File: config.mk
export PLATFORM = sky130hd
export DESIGN_NAME = key_event_encoder
export DESIGN_NICKNAME = d
export VERILOG_FILES = /design/src/rtl/key_event_encoder.sv
export SDC_FILE = /design/constraint.sdc
export NUM_CORES = 1
export LEC_CHECK = 0
export CAP_MARGIN = 10
export CORE_ASPECT_RATIO = 1.75
export CORE_MARGIN = 2
export CORE_UTILIZATION = 50
export DETAILED_ROUTE_END_ITERATION = 8
export PLACE_DENSITY_LB_ADDON = 0.05
export SLEW_MARGIN = 20
export SYNTH_ARGS = -nofsm -noshare
export SYNTH_HDL_FRONTEND = slang
export SYNTH_SLANG_ARGS = --single-unit
File: constraint.sdc
create_clock -name clock -period 5.1 [get_ports clock]
set_clock_uncertainty 0.15 [all_clocks]
set_input_delay 1.02 -clock clock [delete_from_list [all_inputs] [get_ports clock]]
set_output_delay 1.02 -clock clock [all_outputs]
set_load 0.02 [all_outputs]
File: src/rtl/key_event_encoder.sv
// Key event encoder: scans debounced key levels round-robin against the
// last reported level and queues one {key, press} event per detected change
// in a small first-word-fall-through FIFO drained by a valid/ready consumer.
module key_event_encoder #(
    parameter int NUM_KEYS = 8,
    parameter int KEY_W    = 3,
    parameter int FIFO_AW  = 3
) (
    input  logic                clock,
    input  logic                reset,
    input  logic [NUM_KEYS-1:0] keys,
    input  logic                enable,
    input  logic                event_ready,
    output logic                event_valid,
    output logic [KEY_W-1:0]    event_key,
    output logic                event_press,
    output logic [FIFO_AW:0]    fifo_count,
    output logic [NUM_KEYS-1:0] key_state
);

    localparam int               DEPTH    = 2**FIFO_AW;
    localparam logic [FIFO_AW:0] DEPTH_C  = (FIFO_AW+1)'(DEPTH);
    localparam logic [KEY_W-1:0] LAST_KEY = KEY_W'(NUM_KEYS-1);

    typedef enum logic {PRIME, RUN} state_t;

    state_t              state;
    logic [NUM_KEYS-1:0] key_q;
    logic [NUM_KEYS-1:0] reported;
    logic [KEY_W-1:0]    ptr;

    // Each entry is {key index, press flag}
    logic [KEY_W:0]      mem [DEPTH];
    logic [FIFO_AW-1:0]  wr_ptr;
    logic [FIFO_AW-1:0]  rd_ptr;
    logic [FIFO_AW:0]    count;

    logic                scan;
    logic                mismatch;
    logic                full;
    logic                push;
    logic                pop;
    logic                advance;
    logic [KEY_W-1:0]    ptr_next;

    // Scan decision for the key under the pointer; full uses the registered
    // count so a same-cycle pop never opens a slot for a push.
    always_comb begin
        scan     = (state == RUN) && enable;
        mismatch = key_q[ptr] != reported[ptr];
        full     = count == DEPTH_C;
        push     = scan && mismatch && !full;
        advance  = scan && !(mismatch && full);
        ptr_next = (ptr == LAST_KEY) ? '0 : ptr + KEY_W'(1);
        pop      = (count != '0) && event_ready;
    end

    // Scanner FSM: PRIME adopts the current levels silently, RUN reports changes.
    always_ff @(posedge clock or posedge reset) begin
        if (reset) begin
            state    <= PRIME;
            key_q    <= '0;
            reported <= '0;
            ptr      <= '0;
        end else begin
            key_q <= keys;
            case (state)
                PRIME: begin
                    reported <= keys;
                    state    <= RUN;
                end
                RUN: begin
                    if (push) begin
                        reported[ptr] <= key_q[ptr];
                    end
                    if (advance) begin
                        ptr <= ptr_next;
                    end
                end
                default: state <= PRIME;
            endcase
        end
    end

    // Event FIFO: write on push, retire head on pop, count tracks occupancy.
    always_ff @(posedge clock or posedge reset) begin
        if (reset) begin
            for (int i = 0; i < DEPTH; i++) begin
                mem[i] <= '0;
            end
            wr_ptr <= '0;
            rd_ptr <= '0;
            count  <= '0;
        end else begin
            if (push) begin
                mem[wr_ptr] <= {ptr, key_q[ptr]};
                wr_ptr      <= wr_ptr + FIFO_AW'(1);
            end
            if (pop) begin
                rd_ptr <= rd_ptr + FIFO_AW'(1);
            end
            case ({push, pop})
                2'b10:   count <= count + (FIFO_AW+1)'(1);
                2'b01:   count <= count - (FIFO_AW+1)'(1);
                default: count <= count;
            endcase
        end
    end

    assign event_valid              = count != '0;
    assign {event_key, event_press} = mem[rd_ptr];
    assign fifo_count               = count;
    assign key_state                = reported;

endmodule

* After elaboration in Yosys (flattened, before gate mapping)
Index checks and enable logic that the tools add are counted. Widths: inputs -> output; s select.
Word-level totals: output and inout port bits 17, register bits 62, input port bits 12, word-level logic and storage cells 64
Operators by class: equality and inequality tests 6, order comparisons 5, add/subtract/negate cells 5, mux-type cells 17, bitwise gates (word level) 3, reduce and logical (&&, ||, !) cells 13
Operators with widths (number):
- $bwmux 32 | 1
- $pmux 8 s2 | 1
- $bmux 4 s3 | 1
- $demux 4 s3 | 1
- $mux 4 | 3
- $add 3x1->3 const B | 3
- $bwmux 8 | 1
- $ge 4x4->1 const B | 2
- $logic_and 1x1->1 | 8
- $mux 8 | 1
- $not 3->4 | 2
- $pmux 4 s2 | 1
- $bmux 1 s3 | 2
- $add 4x1->4 const B | 1
- $eq 4x4->1 const B | 1
- $lt 3x4->1 const B | 1
- $lt 4x1->1 const B | 1
- $reduce_bool 4->1 | 1
- $sub 4x1->4 const B | 1
- $demux 1 s3 | 1
- $eq 3x3->1 const B | 1
- $ge 3x1->1 const B | 1
- $mux 1 | 3
- $mux 3 | 1
- other kinds (8) | 9

* Depth between registers and ports, before layout
depth after elaboration 7, mapped depth 15, gate-level depth less buffers 13

* Least setup slack after synthesis
No wires, ideal clock.
kind reg2reg, from register ptr[2], to register count[2] (netlist: fifo_count[2]), buffers on the path 1, data required time 4.816 ns, setup time 0.134 ns, setup slack 1.736 ns, clock period less this slack 3.364 ns, cell stages (with the launch flop) 15, arrival 3.080 ns, path through dfrtp_1 buf_2 mux2_1 a22o_1 a221oi_4 xor2_2 nor2_1 inv_1 ha_1 xor2_1 ha_1 a21oi_1 xor2_1 nor2_1 xor2_1
Between the ends: word-level cells in the longest chain between the ends 7, elaborated cells between the ends (all ways) 11, those cells by class eq/ne: 3; mux: 5; reduce/logical: 3
RTL lines:
- start, declared | line 30 | logic [KEY_W-1:0] ptr;
- start signal, assigned | line 77 | ptr <= ptr_next;
- $bmux 1 s3 | line 50 | mismatch = key_q[ptr] != reported[ptr];
- $mux 1 (not written as such) | line 50
- $ne 1x1->1 * | line 50
- $logic_and 1x1->1 * (2 in series) | line 52 | push = scan && mismatch && !full;
- $eq 2x1->1 or $eq 2x2->1 (tied branches) | line 102 | case ({push, pop})
- $pmux 4 s2 or $reduce_bool 2->1 (tied branches)
- end signal, assigned | line 103 | 2'b10: count <= count + (FIFO_AW+1)'(1);
- end signal, assigned | line 104 | 2'b01: count <= count - (FIFO_AW+1)'(1);
- end signal, assigned | line 105 | default: count <= count;
- end, declared | line 36 | logic [FIFO_AW:0] count;
Mark *: on every way between the ends. The rest lies on a longest branch, timed or not. The select of a mux whose other input is x is not followed. A chain may end at the register's enable or synchronous reset.

* Worst setup path after layout
from register ptr[1], to register count[2] (netlist: fifo_count[2])
The elaborated chain is that of the path after synthesis.

==> impl_metrics.py <==
metrics = {
    "clocking": {
        "h-tree-depth": 3,
        "cts_setup_buffers": 0,
        "numCtsBuffers": 9,
        "clkSinkCount": 62,
        "clockRootBuffer": "clkbuf_8",
        "tritoncts": "built",
        "cts_hold_repair.buffers": 0,
        "clk_latency_ns": 0.33,
        "post_cts_resized": 0,
        "clkTransAtPathRegs_ns": 0.07,
        "clock_path_buffers": 2,
    },
    "setup_path": {
        "critPathMaxFanout": 26,
        "arrival_ns": 3.86,
        "required_ns": 5.17,
        "reg2reg_slack_ns": 1.31,
        "r2r_cells": 13,
        "max_stage_delay_ns": 0.87,
        "endpoint_kind": "register",
        "r2r_start": "ptr[1]",
        "cp_common_cell": "xor2_1",
        "path_cells": "nand2b_1 -> o22ai_1 -> a221oi_4 -> xor2_2 -> nor2_1 -> inv_1 -> ha_1 -> xor2_1 -> ha_1 -> a21oi_1 -> xor2_1 -> nor2_1 -> xor2_1",
        "path_class": "reg2reg",
        "cpLargestDelayFamily": "flip-flops",
        "cp_slowest_cell": "dfrtp_1",
        "cp_num_buf_inv": 1,
        "start_kind": "register",
        "rr_endpoint": "fifo_count[2]",
    },
    "hold_path": {
        "holdPathStages": 1,
        "hold_path.class": "reg2reg",
        "min_to": "mem[5]",
        "hp-start": "mem[5]",
    },
    "die": {
        "design.die.area_sq_um": 6950,
        "die_x_um": 63.9,
        "die_height_um": 109,
        "io_pins": 29,
        "initial_core_util": 0.512,
        "core_sq_um": 6130,
        "rows": 38,
    },
    "synthesis": {
        "synth-xor-area-share": 0.0331,
        "synth_compound_area_frac": 0.0713,
        "ys_ff_latch": 62,
        "yosysMostFrequentCell": "dfrtp_1",
        "synth-seq-area-share": 0.494,
        "synth_edf_count": 0,
        "yosys_warnings": 0,
        "syn_inst": 250,
        "synth_fp_nets": 269,
        "synth.area.top_cells": "dfrtp_1 49%, mux2_2 15%, mux4_2 5.7%",
        "yosysUniqueCellTypes": 47,
        "synth.avg_cell_area_sq_um": 12.6,
        "yosysTopAreaCell": "dfrtp_1",
        "synth_mux_area_frac": 0.232,
        "synth_top_cell_area_share": 0.494,
        "synthTopCellsByCount": "62 x dfrtp_1, 41 x mux2_2, 14 x nand2_1",
        "synth_top_family_by_area": "multiplexers",
        "synth_area_sq_um": 3140,
        "ys_dominant_reg_cell": "dfrtp_1",
        "async_flop_share": 1.00,
        "synthAdderAreaFrac": 0.0279,
        "synthSimpleGateAreaFrac": 0.110,
    },
    "sta": {
        "min_period_ns": 3.79,
        "rsz0062_at_grt": "no",
        "fmax_mhz": 264,
        "max_slew_margin": 0.457,
        "worst_pin_slew_ns": 0.815,
        "setup_viol": 0,
        "drv_slew": 0,
        "tns_ns": 0,
        "min_period_over_period": 0.743,
        "setup_slack_ns": 1.31,
        "whs_ns": 0.346,
        "hold_violations": 0,
    },
    "power_and_ir_drop": {
        "combPwrFrac": 0.438,
        "seq_power_share": 0.383,
        "clockPowerShare": 0.179,
        "power_mw": 2.41,
        "sw_frac_of_total": 0.382,
        "ir_drop_v": 0.000419,
        "intPower_mw": 1.49,
        "p_leak_nw": 1.59,
        "power_switching_mw": 0.918,
        "power_density_nw_per_um2": 654,
    },
    "drt": {
        "vias": 2069,
        "drt_wl_total_um": 6550,
        "ant_nets": 0,
        "drt_iter0_drc": 167,
        "route.detailed.drc": 0,
        "viasPerCell": 5.73,
        "dr.pass1.iters": 5,
        "wl_per_cell_um": 18.1,
    },
    "grt": {
        "grt_max_degree": 34,
        "track_usage": 0.212,
        "antenna_found_initial": 0,
        "overflow": 0,
        "grt_pass1_wl_um": 10800,
        "grt_pass1_vias": 2124,
    },
    "place": {
        "place_congestion": 0.860,
        "hpwl_um": 4690,
        "place_area_sq_um": 3480,
        "post-place-ws_ns": 1.33,
        "placed_cells": 346,
        "port_buffers": 28,
    },
    "final_layout": {
        "drive_gt1_frac": 0.263,
        "multi_input_comb_area_sq_um": 1490,
        "final_util": 0.600,
        "finalInstanceArea_sq_um": 3680,
        "area_growth_pct": 17.2,
        "diodes": 0,
        "nNetsFinal": 296,
        "seq_area_sq_um": 1550,
        "num-fill-cells": 516,
        "final_cells": 361,
    },
    "run_status": {
        "outcome": "finished clean",
    },
    "run": {
        "max-cap-violations": 0,
    },
}
-- flip-flops by register name, summed over array words and instances, names as in the netlist --
name / flops
mem: 32
key_q: 8
key_state: 8
fifo_count: 4
ptr: 3
rd_ptr: 3
wr_ptr: 3
state: 1
-- layout make-up --
class | instances | area share
Clock buffer | 12 | 0.0422
Clock inverter | 3 | 0.0119
Inverter | 7 | 0.00714
Multi-Input combinational cell | 165 | 0.405
Sequential cell | 62 | 0.422
Tap cell | 80 | 0.0272
Timing Repair Buffer | 32 | 0.0844
-- how the worst max path moves through the flow --
stage	from	to	cells past startpoint
final	ptr[1]	fifo_count[2]	13
after global routing	ptr[0]	fifo_count[2]	13
after CTS	ptr[1]	fifo_count[2]	14
after detailed placement	enable	fifo_count[2]	12
after global placement	enable	fifo_count[2]	12
after floorplan	ptr[2]	fifo_count[2]	14
-- power by group through the flow --
stage | clock network [mW] | registers, mW | logic, mW
global route | 0.467 | 0.959 | 1.15
detailed placement | 0 | 0.933 | 1.06
global placement | 0 | 0.929 | 1.05
floorplan | 0 | 0.834 | 0.826
finish | 0.431 | 0.920 | 1.05
CTS | 0.445 | 0.923 | 1.07
-- worst reg2reg max path: stages (launching register included) --
cell and delay, ns:
dfrtp_1 0.87, nand2b_1 0.28, o22ai_1 0.16, a221oi_4 0.32, xor2_2 0.23, nor2_1 0.39
inv_1 0.12, ha_1 0.29, xor2_1 0.17, ha_1 0.18, a21oi_1 0.15, xor2_1 0.16
nor2_1 0.06, xor2_1 0.14
-- cell families after synthesis --
family	after synthesis
DFF	62
and+or+nand+nor	60
muxes	57
AOI/OAI and AO/OA	29
buffers and inverters	23
xor gates and xnor gates	11
adders and majority gates	7
other	1
-- layer usage --
| metal | vias up | track usage | routed length (um) |
|---|---|---|---|
| met5 | - | 0 | 0 |
| met4 | 0 | 0.120 | 294 |
| met3 | 22 | 0.0537 | 216 |
| met2 | 57 | 0.347 | 3470 |
| met1 | 1032 | 0.251 | 2570 |
| li1 | 958 | - | - |
-- placed cells by master (no fill, tap or decap), drive strengths merged, types with 2 or more instances in the layout --
master,n
a21oi,3
a22oi,2
a31oi,5
and3,3
buf,4
clkbuf,12
clkdlybuf4s50,28
clkinv,2
dfrtp,62
ha,7
inv,7
mux2,46
mux2i,3
mux4,8
nand2,14
nand2b,5
nand3,5
nand3b,2
nor2,11
nor2b,6
nor3,2
nor4,2
o21ai,4
o221ai,6
or4b,3
xnor2,4
xor2,7
(Power assumes the default switching activity.)
